## src/rtl/pipe_stage_reg.sv

```systemverilog
// Generic pipeline register stage: valid/ready handshake, stall, flush, bubble insertion, stall counter.
// Define SKID_BUF_EN to add a one-entry skid register and break the out_ready -> in_ready path.
module pipe_stage_reg #(
  parameter int unsigned       DATA_W    = 32,
  parameter logic [DATA_W-1:0] NOP_VALUE = '0,
  parameter int unsigned       CNT_W     = 16
) (
  input  logic              clk,
  input  logic              rst,
  input  logic              in_valid,
  output logic              in_ready,
  input  logic [DATA_W-1:0] in_data,
  output logic              out_valid,
  input  logic              out_ready,
  output logic [DATA_W-1:0] out_data,
  input  logic              stall_i,
  input  logic              flush_i,
  output logic [CNT_W-1:0]  stall_cnt_o,
  input  logic              cnt_clr_i
);

  localparam logic [CNT_W-1:0] CNT_MAX = '1;

  logic              out_valid_q, out_valid_d;
  logic [DATA_W-1:0] out_data_q, out_data_d;
  logic [CNT_W-1:0]  stall_cnt_q, stall_cnt_d;
  logic              in_xfer, out_xfer;

  assign in_xfer  = in_valid && in_ready;
  assign out_xfer = out_valid_q && out_ready;

`ifdef SKID_BUF_EN
  logic              skid_valid_q, skid_valid_d;
  logic [DATA_W-1:0] skid_data_q, skid_data_d;

  assign in_ready = !skid_valid_q && !stall_i && !flush_i;

  // Output register drains the skid entry first; blocked inputs park in the skid.
  always_comb begin
    out_valid_d  = out_valid_q;
    out_data_d   = out_data_q;
    skid_valid_d = skid_valid_q;
    skid_data_d  = skid_data_q;
    if (flush_i) begin
      out_valid_d  = 1'b0;
      out_data_d   = NOP_VALUE;
      skid_valid_d = 1'b0;
      skid_data_d  = NOP_VALUE;
    end else if (!stall_i) begin
      if (!out_valid_q || out_ready) begin
        if (skid_valid_q) begin
          out_valid_d  = 1'b1;
          out_data_d   = skid_data_q;
          skid_valid_d = 1'b0;
          skid_data_d  = NOP_VALUE;
        end else if (in_xfer) begin
          out_valid_d = 1'b1;
          out_data_d  = in_data;
        end else if (out_xfer) begin
          out_valid_d = 1'b0;
          out_data_d  = NOP_VALUE;
        end
      end else if (in_xfer) begin
        skid_valid_d = 1'b1;
        skid_data_d  = in_data;
      end
    end
  end

  always_ff @(posedge clk or negedge rst) begin
    if (!rst) begin
      skid_valid_q <= 1'b0;
      skid_data_q  <= NOP_VALUE;
    end else begin
      skid_valid_q <= skid_valid_d;
      skid_data_q  <= skid_data_d;
    end
  end
`else
  assign in_ready = !flush_i && !stall_i && (!out_valid_q || out_ready);

  // Flush > stall > load > bubble > hold.
  always_comb begin
    out_valid_d = out_valid_q;
    out_data_d  = out_data_q;
    if (flush_i) begin
      out_valid_d = 1'b0;
      out_data_d  = NOP_VALUE;
    end else if (!stall_i) begin
      if (in_xfer) begin
        out_valid_d = 1'b1;
        out_data_d  = in_data;
      end else if (out_xfer) begin
        out_valid_d = 1'b0;
        out_data_d  = NOP_VALUE;
      end
    end
  end
`endif

  // Saturating blocked-cycle counter; clear wins over increment.
  always_comb begin
    stall_cnt_d = stall_cnt_q;
    if (cnt_clr_i) begin
      stall_cnt_d = '0;
    end else if ((stall_i || (out_valid_q && !out_ready)) && !flush_i
                 && (stall_cnt_q != CNT_MAX)) begin
      stall_cnt_d = stall_cnt_q + CNT_W'(1);
    end
  end

  always_ff @(posedge clk or negedge rst) begin
    if (!rst) begin
      out_valid_q <= 1'b0;
      out_data_q  <= NOP_VALUE;
      stall_cnt_q <= '0;
    end else begin
      out_valid_q <= out_valid_d;
      out_data_q  <= out_data_d;
      stall_cnt_q <= stall_cnt_d;
    end
  end

  assign out_valid   = out_valid_q;
  assign out_data    = out_data_q;
  assign stall_cnt_o = stall_cnt_q;

endmodule

```

## config.mk

```make
export PLATFORM = sky130hd
export DESIGN_NAME = pipe_stage_reg
export DESIGN_NICKNAME = d
export VERILOG_FILES = /design/src/rtl/pipe_stage_reg.sv
export SDC_FILE = /design/constraint.sdc
export NUM_CORES = 1
export LEC_CHECK = 0
export BUFFER_PORTS_ARGS = -buffer_cell sky130_fd_sc_hd__buf_2
export CAP_MARGIN = 20
export CORE_ASPECT_RATIO = 1.4
export CORE_MARGIN = 10
export CORE_UTILIZATION = 45
export CTS_CLUSTER_SIZE = 12
export DETAILED_ROUTE_END_ITERATION = 6
export GPL_ROUTABILITY_DRIVEN = 0
export MAX_ROUTING_LAYER = met4
export PLACE_DENSITY = 0.87
export SYNTH_ARGS = -nofsm -noshare
export SYNTH_HDL_FRONTEND = slang
export SYNTH_SLANG_ARGS = --single-unit
export TNS_END_PERCENT = 50
```

## constraint.sdc

```tcl
create_clock -name clk -period 1.9 [get_ports clk]
set_input_delay 0.57 -clock clk [delete_from_list [all_inputs] [get_ports clk]]
set_output_delay 0.57 -clock clk [all_outputs]
set_load 0.01 [all_outputs]
```

* Word level (Yosys, flattened, before mapping)
Index checks and enable logic that the tools add are counted.
Operators by class: reduce and logical (&&, ||, !) cells 16, equal/unequal tests 2, bitwise logic cells 0, div/mod/pow operators 0, add/subtract/negate cells 1, multiplexer cells 10, order comparisons 0, multiply operators 0, shift operators 0
Operators with widths (count):
- $mux W32 | 4
- $mux W16 | 2
- $add A16 B1 Y16 const B | 1
- $ne A16 B16 Y1 const B | 1
- $logic_and A1 B1 Y1 | 7
- $logic_not A1 Y1 | 4
- $mux W1 | 4
- $reduce_bool A3 Y1 | 1
- $logic_or A1 B1 Y1 | 2
- $ne A2 B1 Y1 const B | 1
- $reduce_and A2 Y1 | 1
- $reduce_bool A2 Y1 | 1
Storage, ports and cells: word-level logic and storage cells 32, RAM bits 0, ROM bits 0, memories 0, latch bits 0, input bits 39, flip-flop bits (word level) 49

* Depth between registers and ports, before layout
depth after elaboration 7, depth in mapped cells 7, depth with buffers taken out 5

* Worst setup path after synthesis
OpenSTA, ideal clock, no wires.
path type in2reg, start input out_ready, end register out_data_q[21], in the netlist out_data[21], setup slack 0.083 ns, stages 6, path buffers 2, data arrival time 1.750 ns, setup time 0.066 ns, cell sequence and2b_2 nor3_1 and2_1 buf_2 buf_2 a22o_1
On the way: word-level cells in the longest chain between the ends 6, elaborated cells between the ends (all ways) 9, those cells by class mux (3); reduce/logical (6)
RTL lines:
- start, declared | RTL line 14 | input logic out_ready,
- $logic_or A1 B1 Y1 * | RTL line 80 | assign in_ready = !flush_i && !stall_i && (!out_valid_q || out_ready);
- $logic_and A1 B1 Y1 * | RTL line 80
- net in_ready | RTL line 11 | output logic in_ready,
- $logic_and A1 B1 Y1 * | RTL line 29 | assign in_xfer = in_valid && in_ready;
- $mux W32 | RTL line 90 | if (in_xfer) begin
- $mux W32 | RTL line 89 | end else if (!stall_i) begin
- $mux W32 | RTL line 86 | if (flush_i) begin
- end signal, assigned | RTL line 119 | out_data_q <= out_data_d;
- end, declared | RTL line 25 | logic [DATA_W-1:0] out_data_q, out_data_d;
Mark *: on every way through the listed nets, which the timed path passes. The rest lies on a longest branch. The select of a mux whose other input is x is not followed. A chain may end at the register's enable or synchronous reset.

* Worst setup path after layout
start register out_valid_q, in the netlist out_valid, end output in_ready
On the way: word-level cells in the longest chain between the ends 3
RTL lines:
- start, declared | RTL line 24 | logic out_valid_q, out_valid_d;
- start signal, assigned | RTL line 118 | out_valid_q <= out_valid_d;
- $logic_not A1 Y1 | RTL line 80
- $logic_or A1 B1 Y1 | RTL line 80
- $logic_and A1 B1 Y1 | RTL line 80
- end, declared | RTL line 11
No other way between the ends.

==> flow_metrics.env <==
export IMPL_avgSynthCellArea_um2=12.2
export IMPL_io_pins=89
export IMPL_setup_viol=0
export IMPL_total_power_mw=2.09
export IMPL_whs_ps=247
export IMPL_synth_area_leaders="dfrtp_1 (56%), a22o_1 (13%), o31ai_1 (3.1%), or4_1 (3.1%), a21oi_1 (3.0%)"
export IMPL_initial_utilization=0.460
export IMPL_drv_slew=0
export IMPL_rr_worst_depth=6
export IMPL_synth_area_leader_cell="dfrtp_1"
export IMPL_grt_pass1_wl_um=9530
export IMPL_leakage_nw=1.44
export IMPL_insertedDiodeCount=0
export IMPL_syn2layout_area_growth_pct=31.1
export IMPL_std_cell_rows=30
export IMPL_synth_common_cells="dfrtp_1 (49), a22o_1 (32), a21oi_1 (13)"
export IMPL_cts_sinks=49
export IMPL_power_density_mw_per_mm2=728
export IMPL_via_per_inst=5.66
export IMPL_grt_antenna_before_repair=0
export IMPL_post_route_util=0.603
export IMPL_synth_flop_cell="dfrtp_1"
export IMPL_end_kind="output port"
export IMPL_maxCapViolations=0
export IMPL_cts_max_level=2
export IMPL_dieWidth_um=79.0
export IMPL_grt_use_total=0.148
export IMPL_drt_iter0_markers=95
export IMPL_grt_overflow=0
export IMPL_clockRootBuffer="clkbuf_8"
export IMPL_worstPathCellList="and2b_2, nor3_2, buf_2"
export IMPL_ys_async_sr_fraction=1.00
export IMPL_fin_area_mm2=0.00287
export IMPL_grt_max_degree=50
export IMPL_cts_max_path_buffers=2
export IMPL_dp_final_hpwl_um=4380
export IMPL_syn_nets=220
export IMPL_slew_headroom=0.745
export IMPL_drive_gt1_frac=0.447
export IMPL_slowest_stage="dfrtp_1"
export IMPL_clk_pin_slew_ps=90
export IMPL_max_stage_delay_ps=430
export IMPL_syn_inst=180
export IMPL_synth_most_common_cell="dfrtp_1"
export IMPL_cts_tree="yes"
export IMPL_grt_pass1_vias=1907
export IMPL_min_period_ps=1800
export IMPL_synthDistinctLibCells=40
export IMPL_dieHeight_um=103
export IMPL_antenna_left=0
export IMPL_hold_buffers=0
export IMPL_critPathKind="register to output port"
export IMPL_place_ws_ps=-32.6
export IMPL_placed_area_mm2=0.00274
export IMPL_yosysWarnings=0
export IMPL_clock_skew_ps=7.02
export IMPL_fin_crit_sh=0.947
export IMPL_critPathRequiredTime_ps=1330
export IMPL_crit_arrival_ps=1230
export IMPL_fill_cells=379
export IMPL_dr_pass1_iters=4
export IMPL_clock_latency_ps=290
export IMPL_critPathMaxFanout=4
export IMPL_io_buffers=88
export IMPL_vias=1906
export IMPL_rsz0062_at_grt="false"
export IMPL_status="complete, no violations"
export IMPL_drc_errors=0
export IMPL_ys_seq_area_frac=0.560
export IMPL_dieArea_mm2=0.00810
export IMPL_worstSetupStartpointType="register"
export IMPL_ir_drop_mv=0.346
export IMPL_wl_per_cell_um=17.9
export IMPL_routed_wl_um=6050
export IMPL_cts_made_buffers=5
export IMPL_synth_top_area_share=0.560
export IMPL_worstMarginPinSlew_ps=379
export IMPL_fmax_ghz=0.556
export IMPL_layout_setup_ws_ps=100
export IMPL_synth_edf_count=0
export IMPL_core_area_mm2=0.00477
export IMPL_ys_seq_elements=49
export IMPL_hold_violations=0
export IMPL_syn_area_mm2=0.00219
export IMPL_hold_path_class="primary input to asynchronous set/reset pin"
export IMPL_num_nets_final=312
[final cells by class]
| class | count | area, um2 | area share |
|---|---|---|---|
| clock buffer | 6 | 82.6 | 0.0287 |
| multi-input combinational | 115 | 883 | 0.307 |
| tap | 64 | 80.1 | 0.0279 |
| sequential | 49 | 1230 | 0.428 |
| clock inverter | 2 | 37.5 | 0.0131 |
| timing repair buffer | 97 | 546 | 0.190 |
| inverter | 4 | 15.0 | 0.00523 |
[state kept, by name, summed over array words and instances (netlist names)]
signal,flops
out_valid,1
out_data,32
stall_cnt_o,16
[power by group]
group	internal [mW]	switching, mW	leakage, nW	total, mW
clock	0.428	0.331	0.0574	0.759
sequential	1.08	0.0199	0.668	1.10
combinational	0.106	0.129	0.717	0.235
total	1.61	0.480	1.44	2.09
[final timing paths]
check,from,slack (ps),end
max in group asynchronous,rst,1420,stall_cnt_o[1]
min in group clk,in_data[26],500,out_data[26]
setup reg to reg,stall_cnt_o[1],130,stall_cnt_o[9]
hold / removal,rst,250,out_data[21]
setup / recovery,out_valid,100,in_ready
hold reg to reg,out_data[31],500,out_data[31]
[critical path: cells and delay by family, from the launching register on]
kind	cells	cell delay, ps
flops	1	430
buf+inv	1	160
simple gates	2	350
[logic make-up (layout without fill, tap and decap cells)]
group / count (synthesis) / count (layout) / synth area share
AO/OA/AOI/OAI: 63 / 63 / 0.230
multiplexers: 3 / 3 / 0.0183
buffers and inverters: 16 / 109 / 0.0405
adder cells (fa/ha/maj): 1 / 1 / 0.00571
flip-flops: 49 / 49 / 0.560
AND/OR/NAND/NOR: 48 / 48 / 0.146
[through the flow]
stage | cells | TNS [ps]
floorplan | 180 | 0
global placement | 328 | 0
detailed placement | 328 | -41.3
CTS | 337 | 0
global route | 337 | 0
finish | 337 | 0
[what timing repair did]
item / CTS / global route
gates resized for setup: 0 / 3
endpoints found under the setup margin: 1 / 3
buffers inserted: 1 / 0
[cell usage in the layout (no fill, tap or decap), types with 2 or more instances in the layout]
| cell type | synthesis | routed |
|---|---|---|
| nor2b_1 | 3 | 3 |
| nor3_2 | 1 | 2 |
| o21ai_0 | 4 | 4 |
| inv_1 | 4 | 4 |
| dfrtp_2 | 0 | 2 |
| buf_2 | 4 | 88 |
| buf_12 | 1 | 3 |
| or4_1 | 9 | 9 |
| nand3_1 | 6 | 6 |
| a22o_1 | 32 | 32 |
| mux2_4 | 2 | 2 |
| nand2_1 | 3 | 3 |
| or3_1 | 3 | 3 |
| nor2_1 | 4 | 3 |
| o31ai_1 | 9 | 9 |
| nand4_1 | 4 | 4 |
| dfrtp_1 | 49 | 47 |
| buf_4 | 0 | 6 |
| clkbuf_8 | 0 | 6 |
| nor4_2 | 2 | 2 |
| a21oi_1 | 13 | 13 |
[per-layer routing]
metal / vias up / track usage / wire, um
met5: - / - / 0
met4: 0 / 0.0553 / 121
met3: 12 / 0.0489 / 549
met2: 85 / 0.240 / 3010
met1: 923 / 0.167 / 2360
li1: 886 / - / -
No activity file was read; power rests on OpenSTA's default activity.
